==> src/rtl/multi_enabler_pkg.sv <==
// Shared definitions for multi_enabler: channel FSM encoding, default parameters and wait-counter helpers.
// The divider is only built when MULTI_ENABLER_DIV_EN is defined.
package multi_enabler_pkg;

    typedef enum logic [1:0] {
        ST_OFF   = 2'd0,
        ST_WAKE  = 2'd1,
        ST_ON    = 2'd2,
        ST_SLEEP = 2'd3
    } chanState_e;

    localparam int DEF_CHANNELS  = 4;
    localparam int DEF_DIV_W     = 4;
    localparam int DEF_WAKE_CYC  = 2;
    localparam int DEF_SLEEP_CYC = 3;

    // Wide enough for the largest wake/sleep count of 15.
    localparam int WAIT_W = 4;

    function automatic logic [WAIT_W-1:0] waitLoad(input int cycles);
        if (cycles > 0) begin
            return WAIT_W'(cycles - 1);
        end
        return '0;
    endfunction

endpackage

==> src/rtl/enabler_channel.sv <==
// One gated-clock channel: OFF/WAKE/ON/SLEEP sequencer, optional rate divider
// (MULTI_ENABLER_DIV_EN) and a low-phase latch that keeps the gated clock glitch-free.
module enabler_channel
    import multi_enabler_pkg::*;
#(
    parameter int DIV_W     = DEF_DIV_W,
    parameter int WAKE_CYC  = DEF_WAKE_CYC,
    parameter int SLEEP_CYC = DEF_SLEEP_CYC
) (
    input  logic             clk_i,
    input  logic             reset_i,
    input  logic             enb_i,
    input  logic [DIV_W-1:0] div_i,
    output logic             eclk_o,
    output logic             ack_o,
    output logic             tick_o
);

    localparam logic [WAIT_W-1:0] WAKE_LOAD  = waitLoad(WAKE_CYC);
    localparam logic [WAIT_W-1:0] SLEEP_LOAD = waitLoad(SLEEP_CYC);

    chanState_e        state_q, state_d;
    logic [WAIT_W-1:0] wait_q, wait_d;
    logic              g_q, g_d;
    logic              gateLat;

    always_ff @(posedge clk_i) begin
        if (reset_i) begin
            state_q <= ST_OFF;
            wait_q  <= '0;
            g_q     <= 1'b0;
        end else begin
            state_q <= state_d;
            wait_q  <= wait_d;
            g_q     <= g_d;
        end
    end

    always_comb begin
        state_d = state_q;
        wait_d  = wait_q;
        unique case (state_q)
            ST_OFF: begin
                if (enb_i) begin
                    state_d = ST_WAKE;
                    wait_d  = WAKE_LOAD;
                end
            end
            ST_WAKE: begin
                if (!enb_i) begin
                    state_d = ST_OFF;
                end else if (wait_q == '0) begin
                    state_d = ST_ON;
                end else begin
                    wait_d = wait_q - WAIT_W'(1);
                end
            end
            ST_ON: begin
                if (!enb_i) begin
                    if (SLEEP_CYC == 0) begin
                        state_d = ST_OFF;
                    end else begin
                        state_d = ST_SLEEP;
                        wait_d  = SLEEP_LOAD;
                    end
                end
            end
            ST_SLEEP: begin
                if (enb_i) begin
                    state_d = ST_ON;
                end else if (wait_q == '0) begin
                    state_d = ST_OFF;
                end else begin
                    wait_d = wait_q - WAIT_W'(1);
                end
            end
            default: begin
                state_d = ST_OFF;
                wait_d  = '0;
            end
        endcase
        g_d = (state_d == ST_ON) || (state_d == ST_SLEEP);
    end

    assign ack_o = g_q;

    // Reset is folded into the latch data so the gate is closed on the first low phase it is seen.
    always_latch begin
        if (!clk_i) begin
            gateLat = g_q & ~reset_i;
        end
    end

    assign eclk_o = clk_i & gateLat;

`ifdef MULTI_ENABLER_DIV_EN
    logic [DIV_W-1:0] divCnt_q, divCnt_d;
    logic [DIV_W-1:0] divLim_q, divLim_d;
    logic [DIV_W-1:0] effLim;
    logic             tickHit;

    always_ff @(posedge clk_i) begin
        if (reset_i) begin
            divCnt_q <= '0;
            divLim_q <= '0;
        end else begin
            divCnt_q <= divCnt_d;
            divLim_q <= divLim_d;
        end
    end

    // The live divide value only matters at the start of a period; mid-period the held limit rules.
    always_comb begin
        effLim   = (divCnt_q == '0) ? div_i : divLim_q;
        tickHit  = g_q && (divCnt_q == effLim);
        divCnt_d = divCnt_q;
        divLim_d = divLim_q;
        if (!g_q) begin
            divCnt_d = '0;
        end else begin
            divLim_d = effLim;
            divCnt_d = tickHit ? '0 : divCnt_q + DIV_W'(1);
        end
    end

    assign tick_o = tickHit;
`else
    logic unusedDiv;
    assign unusedDiv = ^div_i;
    assign tick_o    = g_q;
`endif

endmodule

==> src/rtl/multi_enabler.sv <==
// Top of the multi-channel clock enabler: CHANNELS independent enabler_channel instances.
// Define MULTI_ENABLER_DIV_EN to build the per-channel tick divider.
module multi_enabler
    import multi_enabler_pkg::*;
#(
    parameter int CHANNELS  = DEF_CHANNELS,
    parameter int DIV_W     = DEF_DIV_W,
    parameter int WAKE_CYC  = DEF_WAKE_CYC,
    parameter int SLEEP_CYC = DEF_SLEEP_CYC
) (
    input  logic                      clk,
    input  logic                      reset,
    input  logic [CHANNELS-1:0]       enb,
    input  logic [CHANNELS*DIV_W-1:0] div,
    output logic [CHANNELS-1:0]       eclk,
    output logic [CHANNELS-1:0]       ack,
    output logic [CHANNELS-1:0]       tick
);

    for (genvar i = 0; i < CHANNELS; i++) begin : gChan
        enabler_channel #(
            .DIV_W    (DIV_W),
            .WAKE_CYC (WAKE_CYC),
            .SLEEP_CYC(SLEEP_CYC)
        ) uChan (
            .clk_i  (clk),
            .reset_i(reset),
            .enb_i  (enb[i]),
            .div_i  (div[i*DIV_W +: DIV_W]),
            .eclk_o (eclk[i]),
            .ack_o  (ack[i]),
            .tick_o (tick[i])
        );
    end

endmodule

==> config.mk <==
export PLATFORM = sky130hd
export DESIGN_NAME = multi_enabler
export DESIGN_NICKNAME = d
export VERILOG_FILES = /design/src/rtl/multi_enabler_pkg.sv /design/src/rtl/enabler_channel.sv /design/src/rtl/multi_enabler.sv
export SDC_FILE = /design/constraint.sdc
export NUM_CORES = 1
export LEC_CHECK = 0
export CAP_MARGIN = 15
export CELL_PAD_IN_SITES_DETAIL_PLACEMENT = 1
export CELL_PAD_IN_SITES_GLOBAL_PLACEMENT = 2
export CORE_ASPECT_RATIO = 2
export CORE_MARGIN = 3
export CORE_UTILIZATION = 28
export CTS_BUF_LIST = sky130_fd_sc_hd__clkbuf_4
export DETAILED_ROUTE_END_ITERATION = 12
export GPL_TIMING_DRIVEN = 0
export PLACE_DENSITY_LB_ADDON = 0.1
export SYNTH_ARGS = -nofsm -noshare
export SYNTH_HDL_FRONTEND = slang
export SYNTH_SLANG_ARGS = --single-unit
==> constraint.sdc <==
create_clock -name clk -period 1.7 [get_ports clk]
set_input_delay 0.17 -clock clk [delete_from_list [all_inputs] [get_ports clk]]
set_output_delay 0.17 -clock clk [all_outputs]
set_load 0.005 [all_outputs]
# == Yosys cells after proc, flatten, opt, wreduce, memory -nomap -nowiden ==
# Cells that the tools add are included.
# op_classes
n_addsub,4
eq_ne,36
n_lt_le_gt_ge,0
reduce_logical,16
div_mod_pow,0
mux,56
shift,0
mul,0
bitwise_logic,9
# ops
op,n
$mux W4,20
$pmux W4 S4,4
$mux W2,24
$eq A2 B2 Y1 const B,16
$ne A2 B2 Y1 const B,16
$pmux W2 S4,4
$logic_not A4 Y1,4
$reduce_and A4 Y1,4
$sub A4 B1 Y4 const B,4
$and A1 B1 Y1,8
$eq A2 B1 Y1 const B,4
$logic_not A2 Y1,4
$logic_or A1 B1 Y1,4
$mux W1,4
$not A1 Y1,1
# word_totals
ram_bits,0
mem_count,0
latch_bits,4
register_bits,28
out_inout_bits,12
romBits,0
inputBits,22
wordCells,137

# == Depth between registers and ports, before layout ==
# Gate-level depths: netlist (run 1).
# logic_depth
depth_word,6
depth_mapped,6
ltp_nobuf,5

# == Hierarchy ==
# Synthesis (run 1) repeated with hierarchy kept, for this count alone.
# hier_totals
hier_cells,168
area_unflattened_um2,1503.9
# modules_own_cells
mod,area_each_um2,cells_per_inst,seq_area_each_um2,n_inst
enabler_channel (gChan[0].uChan ...),375.4,42,140.1,3
enabler_channel (gChan[3].uChan),377.9,42,140.1,1

==> results of run 1 <==
-- cell usage in the layout, fill, tap and decap left out, drive strengths merged, types with 2 or more instances in the layout --
cell / Yosys / routed
xor2: 3 / 3
o21ai: 11 / 11
o31ai: 2 / 2
and2: 4 / 4
ha: 6 / 6
a21oi: 15 / 15
and3: 2 / 2
o2111a: 2 / 2
clkinv: 0 / 2
a31oi: 3 / 3
nor2: 3 / 3
nand2b: 3 / 3
nand2: 7 / 7
and4bb: 3 / 3
nand4: 2 / 2
dlxtn: 4 / 4
buf: 14 / 14
or3: 2 / 2
nor2b: 8 / 8
inv: 14 / 14
xnor2: 3 / 3
clkbuf: 3 / 14
nor3: 10 / 10
clkdlybuf4s50: 0 / 13
nand4bb: 4 / 4
or4: 4 / 4
dfxtp: 27 / 27
o2111ai: 2 / 2
-- through the flow --
step / area (um^2) / cells / hold WS (ns) / TNS, ns / setup WS (ns)
after floorplan: 1540 / 171 / 0.290 / 0 / 0.113
after global placement: 1780 / 246 / 0.482 / -1.48 / -0.379
after detailed placement: 1780 / 246 / 0.494 / -1.58 / -0.406
after CTS: 1850 / 255 / 0.400 / -1.59 / -0.405
after global routing: 1860 / 255 / 0.423 / -1.71 / -0.431
final: 1860 / 255 / 0.417 / -1.47 / -0.377
-- layout make-up --
type | instances | share of cell area [%]
Multi-Input combinational cell | 109 | 41.6
Sequential cell | 31 | 32.5
Timing Repair Buffer | 13 | 6.99
Clock buffer | 15 | 6.85
Buffer | 13 | 4.84
Tap cell | 58 | 3.90
Inverter | 14 | 2.82
Clock inverter | 2 | 0.470
-- power by group through the flow --
stage	clock [uW]	sequential, uW	combinational [uW]
floorplan	11.0	829	302
global placement	19.0	848	398
detailed placement	19.0	852	425
CTS	676	836	429
global route	722	850	474
finish	642	836	420
-- worst reg2reg max path, delay by kind of cell, from the launching register on --
family                   cells  cell delay, ns
adder cells (fa/ha/maj)      1            0.21
AO/OA/AOI/OAI                1            0.15
buffers and inverters        1            0.06
AND/OR/NAND/NOR              2            0.77
flip-flops                   1            0.36
-- repair_timing --
action	CTS	global route
hold buffers	0	0
resized for setup	24	6
setup endpoints to repair	8	12
pin swaps	4	2
-- flip-flops by register name (all words and copies together) (netlist names) --
name	cells
gChan.uChan.ack_o	4
gChan.uChan.gateLat	4
gChan.uChan.state_q	7
gChan.uChan.wait_q	16
-- kinds of logic after synthesis --
| kind of cell | Yosys count | synth area share (%) |
|---|---|---|
| xor gates and xnor gates | 6 | 3.91 |
| buffers and inverters | 31 | 11.2 |
| and+or+nand+nor | 52 | 21.6 |
| adders and majority gates | 6 | 4.89 |
| latches | 4 | 3.91 |
| AOI/OAI and AO/OA | 44 | 18.6 |
| muxes | 1 | 0.652 |
| DFF | 27 | 35.2 |
-- final timing paths --
kind	startpoint	slack [ns]	end	cells after the start
worst max-delay path	gChan[3].uChan.gateLat$_DLATCH_N_	-0.38	eclk[3]	2
worst min-delay path	enb[0]	0.42	gChan[0].uChan.state_q[1]$_SDFF_PP0_	3
worst max register to register	gChan[3].uChan.wait_q[0]$_SDFFE_PP0P_	0.09	gChan[3].uChan.wait_q[3]$_SDFFE_PP0P_	5
worst min register to register	gChan[3].uChan.wait_q[1]$_SDFFE_PP0P_	0.51	gChan[3].uChan.wait_q[1]$_SDFFE_PP0P_	2
-- routing by layer --
layer | wire length (um) | share of wire [%]
met4 | 143 | 3.7
met3 | 129 | 3.3
met5 | 0 | 0
met1 | 1450 | 37
met2 | 2160 | 56
==> summary.md, run 1 <==
| Metric | Value |
|---|---|
| Outcome | `finished with violations` |
| Failing checks | `negative setup slack` |
| Overflow after GRT | `0` |
| Synth-to-layout area growth | `21.3%` |
| Area leader, netlist | `dfxtp_1` |
| Die Span Y | `111 um` |
| Via density | `5.24` |
| Met1 usage | `12.2%` |
| Slowest stage delay, CP | `0.41 ns` |
| Drc violations | `0` |
| DR WL/cell | `15.2 um` |
| Synth top area share | `35.2%` |
| Core area | `around 5200 um^2` |
| CP cell instances | `and2_4 -> buf_6` |
| Final Setup Violations | `8` |
| Cells taking the most area after synthesis | `dfxtp_1, buf_4, a21oi_1` |
| Seq cells post-synth | `31` |
| Final-report max-slew violation count | `0` |
| IO Count | `34` |
| Pwr per Cell Area | `1020 nW/um^2` |
| Clock power share | `33.8%` |
| Most Used Layer, Global Route | `met2` |
| WP data arrival | `1.91 ns` |
| Site Rows | `37` |
| Syn nets | `about 200` |
| FFs w/ async S/R, synth | `0%` |
| Post-synth EDFFs | `0` |
| CP Data Required Time | `1.53 ns` |
| Starting Density | `29.3%` |
| Area of the multi-input gates | `774 um^2` |
| Sw Share | `31.9%` |
| Diode count | `0` |
| Slowest CP cell | `dlxtn_2` |
| First drt pass iteration count | `3` |
| Met3 Track Usage GR | `around 4.9%` |
| Cell area after synthesis | `between 1500 and 2000 um^2` |
| Buf/Inv on CP | `1` |
| Post-route ant nets | `0` |
| Final core occ | `35.6%` |
| Die area | `6460 um^2` |
| Pleak | `0.000738 uW` |
| Post-CTS Setup Bufs | `0` |
| M2 GR Usage | `22.4%` |
| Largest net degree at the start of global routing | `11` |
| Clock transition at path regs | `0.10 ns` |
| Placer Congestion | `0.725` |
| Most frequent cells after synthesis | `dfxtp_1, a21oi_1, inv_1, buf_4` |
| Vias after detailed routing | `around 1.3k` |
| Worst-Skew Late Latency | `0.44 ns` |
| CP startpoint kind | `latch` |
| Cell variety after synth | `40` |
| Total track usage | `13.3%` |
| Initial antenna violation count | `0` |
| Hold Fails Final Rpt | `0` |
| CP Max Fanout | `1` |
| Combinational power share | `22.1%` |
| First-pass GRT wire length | `approximately 6.6 mm` |
| IO buf count | `17` |
| Final worst setup slack | `-0.377 ns` |
| DP Wirelength | `2.90 mm` |
| Share of post-route cells with drive strength above 1 | `20.3%` |
| Worst vdd ir | `0.396 mV` |
| Number of global-route vias before repair | `1,521` |
| DR iter-0 viols | `27` |
| Sequential share of power | `44.1%` |
| Mapped Cells | `about 170` |
| Final Skew | `~0.01 ns` |
| Fillers | `621` |
| Count leader, synth | `dfxtp_1` |
| Most used DFF post-synth | `dfxtp_1` |
| Crit end category | `output pin` |
| Worst rel slew slack | `between 50% and 60%` |
| Setup repair after global routing missed its margin | `yes` |
| Drt total wl | `3.88 mm` |
| Critical path's top delay family | `latches` |
| Syn Area/Cell | `8.98 um^2` |
| Die Wd | `between 50 and 60 um` |
| Slew @ Worst Pin | `0.643 ns` |
| Yosys warns | `0` |
| Pint | `between 1000 and 1500 uW` |
| Sw Pwr | `605 uW` |
| Critical path class | `latch to output pin` |
| Sequential Area | `606 um^2` |
| Final total power | `1900 uW` |
| HP Class | `input pin to flip-flop` |
| CTS tree | `done` |
| Max cap viols | `0` |
| Final #Nets | `223` |
(Power assumes the default switching activity.)
==> run 2: changes to the inputs <==
MAX_ROUTING_LAYER = met4   (was not set)
PLACE_DENSITY = 0.86   (was not set)
PLACE_DENSITY_LB_ADDON = not set   (was 0.1)
==> summary.md, run 2 (synthesis gave the netlist of run 1 again) <==
| Metric | Value |
|---|---|
| Vias after detailed routing | `1,306 (was 1,337)` |
| Post-CTS Hold Fix Bufs | `0 (unchanged)` |
| Worst vdd ir | `0.437 mV (was 0.396 mV)` |
| Initial antenna violation count | `0 (unchanged)` |
| Post-Place Worst Slack | `-0.415 ns (was -0.406 ns)` |
| Die area | `6460 um^2 (unchanged)` |
| Slowest stage delay, CP | `0.41 ns (about the same)` |
| Setup repair after global routing missed its margin | `yes (unchanged)` |
| IO Count | `34 (unchanged)` |
| Slew @ Worst Pin | `0.624 ns (was 0.643 ns)` |
| First-pass GRT wire length | `5.92 mm (was 6.56 mm)` |
| DP Wirelength | `2.61 mm (was 2.90 mm)` |
| Post-route ant nets | `0 (unchanged)` |
| Largest register FFs | `16 (unchanged)` |
| Outcome | `finished with violations (unchanged)` |
| Area post-placement | `1780 um^2 (unchanged)` |
| Final Non-Filler Cells | `257 (was 255)` |
| Pleak | `0.000747 uW (was 0.000738 uW)` |
| Clock power share | `32.2% (was 33.8%)` |
| Final total power | `1860 uW (was 1900 uW)` |
| Share of post-route cells with drive strength above 1 | `21.1% (was 20.3%)` |
| CP Max Fanout | `1 (unchanged)` |
| WP data arrival | `1.91 ns (about the same)` |
| Die Wd | `58.4 um (unchanged)` |
| Via density | `5.08 (was 5.24)` |
| Pwr per Cell Area | `993 nW/um^2 (was 1020 nW/um^2)` |
| CP cell instances | `and2_4 -> buf_6 (unchanged)` |
| Combinational power share | `22.9% (was 22.1%)` |
| Largest net degree at the start of global routing | `11 (unchanged)` |
| Final-report max-slew violation count | `0 (unchanged)` |
| Max cap viols | `0 (unchanged)` |
| Sw Share | `31.2% (was 31.9%)` |
| First drt pass iteration count | `4 (was 3)` |
| HP Class | `input pin to flip-flop (unchanged)` |
| Failing checks | `negative setup slack (unchanged)` |
| Hold Fails Final Rpt | `0 (unchanged)` |
| CP Data Required Time | `1.53 ns (about the same)` |
| Post-route design area | `1870 um^2 (was 1860 um^2)` |
| DR WL/cell | `13.5 um (was 15.2 um)` |
| Worst-Skew Late Latency | `0.43 ns (was 0.44 ns)` |
| Final Setup Violations | `8 (unchanged)` |
| Drc violations | `0 (unchanged)` |
| Diode count | `0 (unchanged)` |
| Final Skew | `0.00761 ns (was 0.00975 ns)` |
| Site Rows | `37 (unchanged)` |
| Worst rel slew slack | `58.3% (was 57.0%)` |
| Die Span Y | `111 um (unchanged)` |
| Sw Pwr | `580 uW (was 605 uW)` |
| Biggest regs | `gChan.uChan.wait_q: 16 flops, gChan.uChan.state_q: 7 flops (unchanged)` |
| Placer Congestion | `0.718 (was 0.725)` |
| Total track usage | `12.4% (was 13.3%)` |
| Top reg by flops | `gChan.uChan.wait_q (unchanged)` |
| Drt total wl | `3.46 mm (was 3.88 mm)` |
| Final worst setup slack | `-0.376 ns (was -0.377 ns)` |
| Pint | `1280 uW (was 1290 uW)` |
| Starting Density | `29.3% (unchanged)` |
| IO buf count | `17 (unchanged)` |
| Most common cell after layout, fill and taps aside | `dfxtp_1 (unchanged)` |
| Slowest CP cell | `dlxtn_2 (unchanged)` |
| Core area | `5230 um^2 (unchanged)` |
| Final #Nets | `226 (was 223)` |
| Cells after DPL | `246 (unchanged)` |
| Clock transition at path regs | `0.10 ns (about the same)` |
| Most frequent cells in the layout | `dfxtp_1, a21oi_1, inv_1 (unchanged)` |
| CP startpoint kind | `latch (unchanged)` |
| Overflow after GRT | `0 (unchanged)` |
| Sequential share of power | `44.9% (was 44.1%)` |
| CTS tree | `done (unchanged)` |
| Synth-to-layout area growth | `21.8% (was 21.3%)` |
| Crit end category | `output pin (unchanged)` |
| Number of global-route vias before repair | `1,422 (was 1,521)` |
| Critical path class | `latch to output pin (unchanged)` |
| DR iter-0 viols | `27 (unchanged)` |
## run 2: path summary, 6_finish.rpt
check	from	to	slack, ns	cells past startpoint
worst max-delay path	gChan[1].uChan.gateLat$_DLATCH_N_	eclk[1]	-0.38	2
worst min-delay path	enb[3]	gChan[3].uChan.ack_o$_SDFF_PP0_	0.38	3
worst min register to register	gChan[2].uChan.wait_q[0]$_SDFFE_PP0P_	gChan[2].uChan.wait_q[0]$_SDFFE_PP0P_	0.49	2
worst max register to register	gChan[0].uChan.wait_q[0]$_SDFFE_PP0P_	gChan[0].uChan.wait_q[3]$_SDFFE_PP0P_	0.10	6
## run 2: area by class of cell
cell class / instances / area, um^2
Tap cell: 58 / 72.6
Timing Repair Buffer: 16 / 153
Clock inverter: 2 / 8.76
Sequential cell: 31 / 607
Multi-Input combinational cell: 109 / 772
Clock buffer: 14 / 114
Inverter: 14 / 52.6
Buffer: 13 / 90.1
Fill cell: 650 / 3360
## run 2: power by group through the flow
stage	Sequential [uW]	Clock (uW)	Combinational [uW]
6_report	834	598	425
5_1_grt	847	678	484
4_1_cts	833	636	417
3_5_place_dp	850	19.0	415
3_3_place_gp	849	19.0	401
2_1_floorplan	829	11.0	302
## run 2: metrics by stage
stage          hold WS [ns]  util, %  setup TNS, ns
2_1_floorplan         0.290        -              0
3_3_place_gp          0.477     34.0          -1.43
3_5_place_dp          0.482     34.0          -1.50
4_1_cts               0.373     35.2          -1.56
5_1_grt               0.399     35.7          -1.67
6_report              0.379     35.7          -1.44
## run 2: routing by layer
layer | track usage, % | vias to the layer above | wire [um]
li1 | - | 654 | -
met1 | 10.3 | 626 | 1310
met2 | 21.1 | 20 | 1970
met3 | 4.55 | 6 | 106
met4 | 9.13 | 0 | 74
met5 | - | - | 0
## run 2: worst max-delay path: cells and delay by family (launching register included)
| family | cells | cell delay, ns |
|---|---|---|
| buffers and inverters | 1 | 0.08 |
| latches | 1 | 0.41 |
| AND/OR/NAND/NOR | 1 | 0.13 |
## run 2: timing repair
action,4_1_cts,5_1_grt
setup buffers,0,3
endpoints found under the setup margin,8,13
gates resized for setup,23,6
pin swaps,4,2
==> RTL change 1 (config.mk and constraints of run 1) <==
The option `MULTI_ENABLER_DIV_EN` is turned on by a define.
--- a/src/rtl/enabler_channel.sv
+++ b/src/rtl/enabler_channel.sv
@@ -2,2 +2,4 @@
 // (MULTI_ENABLER_DIV_EN) and a low-phase latch that keeps the gated clock glitch-free.
+`define MULTI_ENABLER_DIV_EN
+
 module enabler_channel
Function: not checked (the comparison handles one clock edge and no latches or derived clocks); the edit may change what the design does.
==> RTL change 1 against run 1 <==
The run still ends with negative setup slack left; critical path type is now flop to output pin; area after synthesis grew 120%; cell area is 150% higher; total power grew 93%; synthesized cell count increased by 120%; largest cell class unchanged; largest power group unchanged; routed wire length increased to 2.5 times the old value; sequential power is 96% higher; sequential cell count up 32; setup slack got worse by 0.29 ns.
==> RTL change 1: results (changes against run 1) <==
metric	value	unit	change
GRT Overall Usage	0.156		+0.0228
routed vias	2889		+120%
final layout net count	487		+120%
Comb power frac	0.233		+0.012
family with the most delay on the worst path	simple AND/OR/NAND/NOR gates		
GR Util met1	0.140		+0.0179
met3 Track Usage GR	0.0434		-0.00556
Worst path max stage delay	0.35	ns	-0.06 ns
failing checks	negative setup slack		
met1 WL	3410	microns	+140%
hold slack	0.295	ns	-0.123 ns
biggest regs	gChan.uChan.divCnt_q: 16 flops, gChan.uChan.divLim_q: 16 flops, gChan.uChan.wait_q: 16 flops		
Peak supply drop	419	uV	+5.9%
Setup Viol. Count Final	23		+15
final setup margin	-0.669	ns	-0.292 ns
peak fanout along the critical path	3		+2
clk_skew	0.0158	ns	+0.00602 ns
global-route wire length before repair	16200	microns	+150%
status	finished, violations left		
Final GP Congestion	0.775		+6.9%
Place WS	-0.880	ns	-0.474 ns
via density per instance	4.81		-8.3%
final WL	9880	microns	+150%
Yosys cell types	51		+28%
port buffer count	32		+15
Detailed Route Iter0 Violations	71		+160%
Reg clk slew, reported paths	0.12	ns	+0.02 ns
==> RTL change 1: what timing repair did <==
item / in CTS / in global routing
gates resized for setup: 108 / 33
setup buffers: 29 / 12
pin swaps: 33 / 20
setup endpoints to repair: 48 / 38
==> RTL change 1: through the flow <==
step	area, sq um	setup TNS [ns]
3_5_place_dp	3900	-10.05
4_1_cts	4460	-5.11
5_1_grt	4630	-6.39
6_report	4630	-4.69
3_3_place_gp	3900	-8.64
2_1_floorplan	3400	-0.120
==> RTL change 1: worst paths after layout <==
kind                                   start                          to  depth (start not counted)
setup / recovery  gChan[2].uChan.divCnt_q[1]                     tick[2]                          7
hold / removal                         reset      gChan[3].uChan.gateLat                          2
setup reg to reg  gChan[1].uChan.divCnt_q[0]  gChan[1].uChan.divCnt_q[0]                          8
hold reg to reg     gChan[1].uChan.wait_q[1]    gChan[1].uChan.wait_q[1]                          2
==> RTL change 1: final cells by class <==
cell class,instances,area (sq um)
Fill cell,1353,7140
Multi-Input combinational cell,258,2180
Sequential cell,63,1280
Timing Repair Buffer,66,601
Tap cell,145,181
Clock buffer,21,173
Inverter,34,135
Buffer,10,60.1
Clock inverter,4,23.8
==> RTL change 1: cell families after synthesis <==
kind of cell	Yosys count	share of synthesized area
and+or+nand+nor	126	0.203
buffers and inverters	55	0.0747
DFF	59	0.351
latches	4	0.0179
AOI/OAI and AO/OA	59	0.134
xor gates and xnor gates	28	0.0729
muxes	30	0.0915
adders and majority gates	15	0.0558
==> RTL change 1: worst reg2reg max path: stages (launching register included) <==
cell and delay (ns):
dfxtp_4 0.37, inv_4 0.05, ha_4 0.14, nor3b_4 0.30
nor3_2 0.06, o2111a_2 0.28, buf_6 0.12, buf_6 0.11
a2111oi_4 0.33
==> RTL change 2 (flow settings as in run 1) <==
Without the edit above. Register the input `div` before use, without a reset. The logic sees it one clock later. The other inputs are not delayed to match.
--- a/src/rtl/multi_enabler.sv
+++ b/src/rtl/multi_enabler.sv
@@ -19,2 +19,8 @@
 
+    logic [CHANNELS*DIV_W-1:0] div_q;
+
+    always_ff @(posedge clk) begin
+        div_q <= div;
+    end
+
     for (genvar i = 0; i < CHANNELS; i++) begin : gChan
@@ -28,3 +34,3 @@
             .enb_i  (enb[i]),
-            .div_i  (div[i*DIV_W +: DIV_W]),
+            .div_i  (div_q[i*DIV_W +: DIV_W]),
             .eclk_o (eclk[i]),
Check against the original RTL: not checked (the comparison handles one clock edge and no latches or derived clocks); the edit may change what the design does.
==> RTL change 2 against run 1 <==
The flow still finishes with violations (negative setup slack); core utilization up 0.14 points; total power is 0.13% higher; cell count is 2.0% higher; sequential cell count stayed put; first-iteration DRC count is the same; cell area increased by 0.40%; setup slack better by 0.0029 ns; routed wire length shrank 3.1%; area after synthesis fell by 0.49%; die area shrank 0.46%.
==> RTL change 2: results (changes against run 1) <==
metric	value	unit	change
status	finished, violations left		
failing checks	negative setup slack		
vias in the first global route	1527		+0.39%
final layout net count	228		+2.2%
Most used DFF post-synth	dfxtp_1		
Synth top cells by count	dfxtp_1 (27), a21oi_1 (16), inv_1 (13), o21ai_0 (13)		
Post-Route Setup TNS	-1.47	ns	+0.00224 ns
Detailed Route Iter0 Violations	27		unchanged
Yosys cell types	35		-13%
final-layout fill cell count	639		+2.9%
Worst path max stage delay	0.40	ns	
Static Leak	0.000739	uW	+0.19%
biggest regs	gChan.uChan.wait_q: 16 flops, gChan.uChan.state_q: 7 flops		
hold path start	enb[3]		
port buffer count	17		unchanged
DR pass1 iterations	4		+1
syn_nets	203		+2.0%
Worst Max-Slew Pin Slew	0.682	ns	+0.0382 ns
pin count of the biggest net entering global routing	11		unchanged
hold slack	0.373	ns	-0.0446 ns
Reg clk slew, reported paths	0.09	ns	
clk_skew	0.00541	ns	-0.00434 ns
HP Class	input port to flop		
R2R Path Start	gChan[0].uChan.wait_q[0]		
Place WS	-0.396	ns	+0.0103 ns
Reg2Reg Setup Slack	0.09	ns	about the same
Placement Cell Area	0.00177	sq mm	-0.42%
final WL	3760	microns	-3.1%
global-route wire length before repair	6490	microns	-1.1%
GRT Overall Usage	0.132		-0.000925
main area contributors after synthesis	dfxtp_1 (35%), buf_4 (5.9%), a21oi_1 (5.2%), ha_1 (4.9%), o21ai_0 (4.3%)		
initial antenna violation count	0		unchanged
Final GP Congestion	0.731		+0.81%
layout cell share with drive strength beyond 1	0.198		-0.00503
Worst R2R End	gChan[0].uChan.wait_q[3]		
HPWL after detailed placement	2800	microns	-3.6%
final setup margin	-0.374	ns	+0.00291 ns
R2R cell count	6		+1
routed vias	1334		-0.22%
Peak supply drop	440	uV	+11%
Setup Viol. Count Final	8		unchanged
Clock Latency Late Sink	0.44	ns	about the same
hold endpoint	gChan[3].uChan.ack_o		
hold depth	3		unchanged
==> RTL change 2: cells by family (layout without fill, tap and decap cells) <==
| family | after synthesis | after routing | synth area share |
|---|---|---|---|
| buffers and inverters | 31 | 58 | 0.111 |
| DFF | 27 | 27 | 0.354 |
| latches | 4 | 4 | 0.0393 |
| adders and majority gates | 6 | 6 | 0.0491 |
| muxes | 1 | 1 | 0.00655 |
| xor gates and xnor gates | 7 | 7 | 0.0401 |
| and+or+nand+nor | 57 | 57 | 0.231 |
| AOI/OAI and AO/OA | 42 | 42 | 0.169 |
==> RTL change 2: worst reg2reg max path: cells and delay by family, from the launching register on <==
| kind | cells | cell delay [ns] |
|---|---|---|
| AND/OR/NAND/NOR | 2 | 0.65 |
| AO/OA/AOI/OAI | 1 | 0.14 |
| flip-flops | 1 | 0.35 |
| buffers and inverters | 2 | 0.23 |
| adder cells (fa/ha/maj) | 1 | 0.20 |
==> RTL change 2: final cells by class <==
type | instances | share of cell area
inverter | 13 | 0.0261
sequential | 31 | 0.324
multi-input combinational | 113 | 0.412
tap | 58 | 0.0388
clock buffer | 16 | 0.0723
timing repair buffer | 14 | 0.0736
buffer | 14 | 0.0502
clock inverter | 1 | 0.00268
==> RTL change 2: report_power, final <==
group | total, uW | switching (uW) | internal, uW
sequential | 826 | 60.2 | 766
combinational | 406 | 204 | 202
clock | 669 | 331 | 337
total | 1900 | 595 | 1310
==> RTL change 2: how the worst max path moves through the flow <==
stage | start | slack [ns] | end | cells past startpoint
2_1_floorplan | gChan[1].uChan.gateLat | 0.11 | eclk[1] | 2
3_3_place_gp | gChan[1].uChan.gateLat | -0.39 | eclk[1] | 3
3_5_place_dp | gChan[1].uChan.gateLat | -0.40 | eclk[1] | 3
4_1_cts | gChan[1].uChan.gateLat | -0.40 | eclk[1] | 2
5_1_grt | gChan[1].uChan.gateLat | -0.43 | eclk[1] | 2
6_report | gChan[1].uChan.gateLat | -0.37 | eclk[1] | 2
==> RTL change 2: layer usage <==
metal  track usage  up-vias  wire length, microns
met2         0.217       38                  1980
li1              -      658                     -
met3        0.0491       20                   160
met1         0.117      618                  1390
met5             0        -                     0
met4         0.125        0                   228
==> RTL change 2: metrics by stage <==
step / power [uW] / instances / utilization
2_1_floorplan: 1120 / 175 / -
3_5_place_dp: 1260 / 250 / 0.338
6_report: 1900 / 260 / 0.357
5_1_grt: 2050 / 260 / 0.357
4_1_cts: 1940 / 259 / 0.354
3_3_place_gp: 1240 / 250 / 0.338
==> RTL change 2: timing repair <==
| item | in CTS | in global routing |
|---|---|---|
| pin swaps | 4 | 1 |
| gates cloned | 0 | 0 |
| hold endpoints to repair | 0 | 0 |
| setup endpoints to repair | 8 | 12 |
| setup buffers | 0 | 1 |
| resized for setup | 24 | 6 |
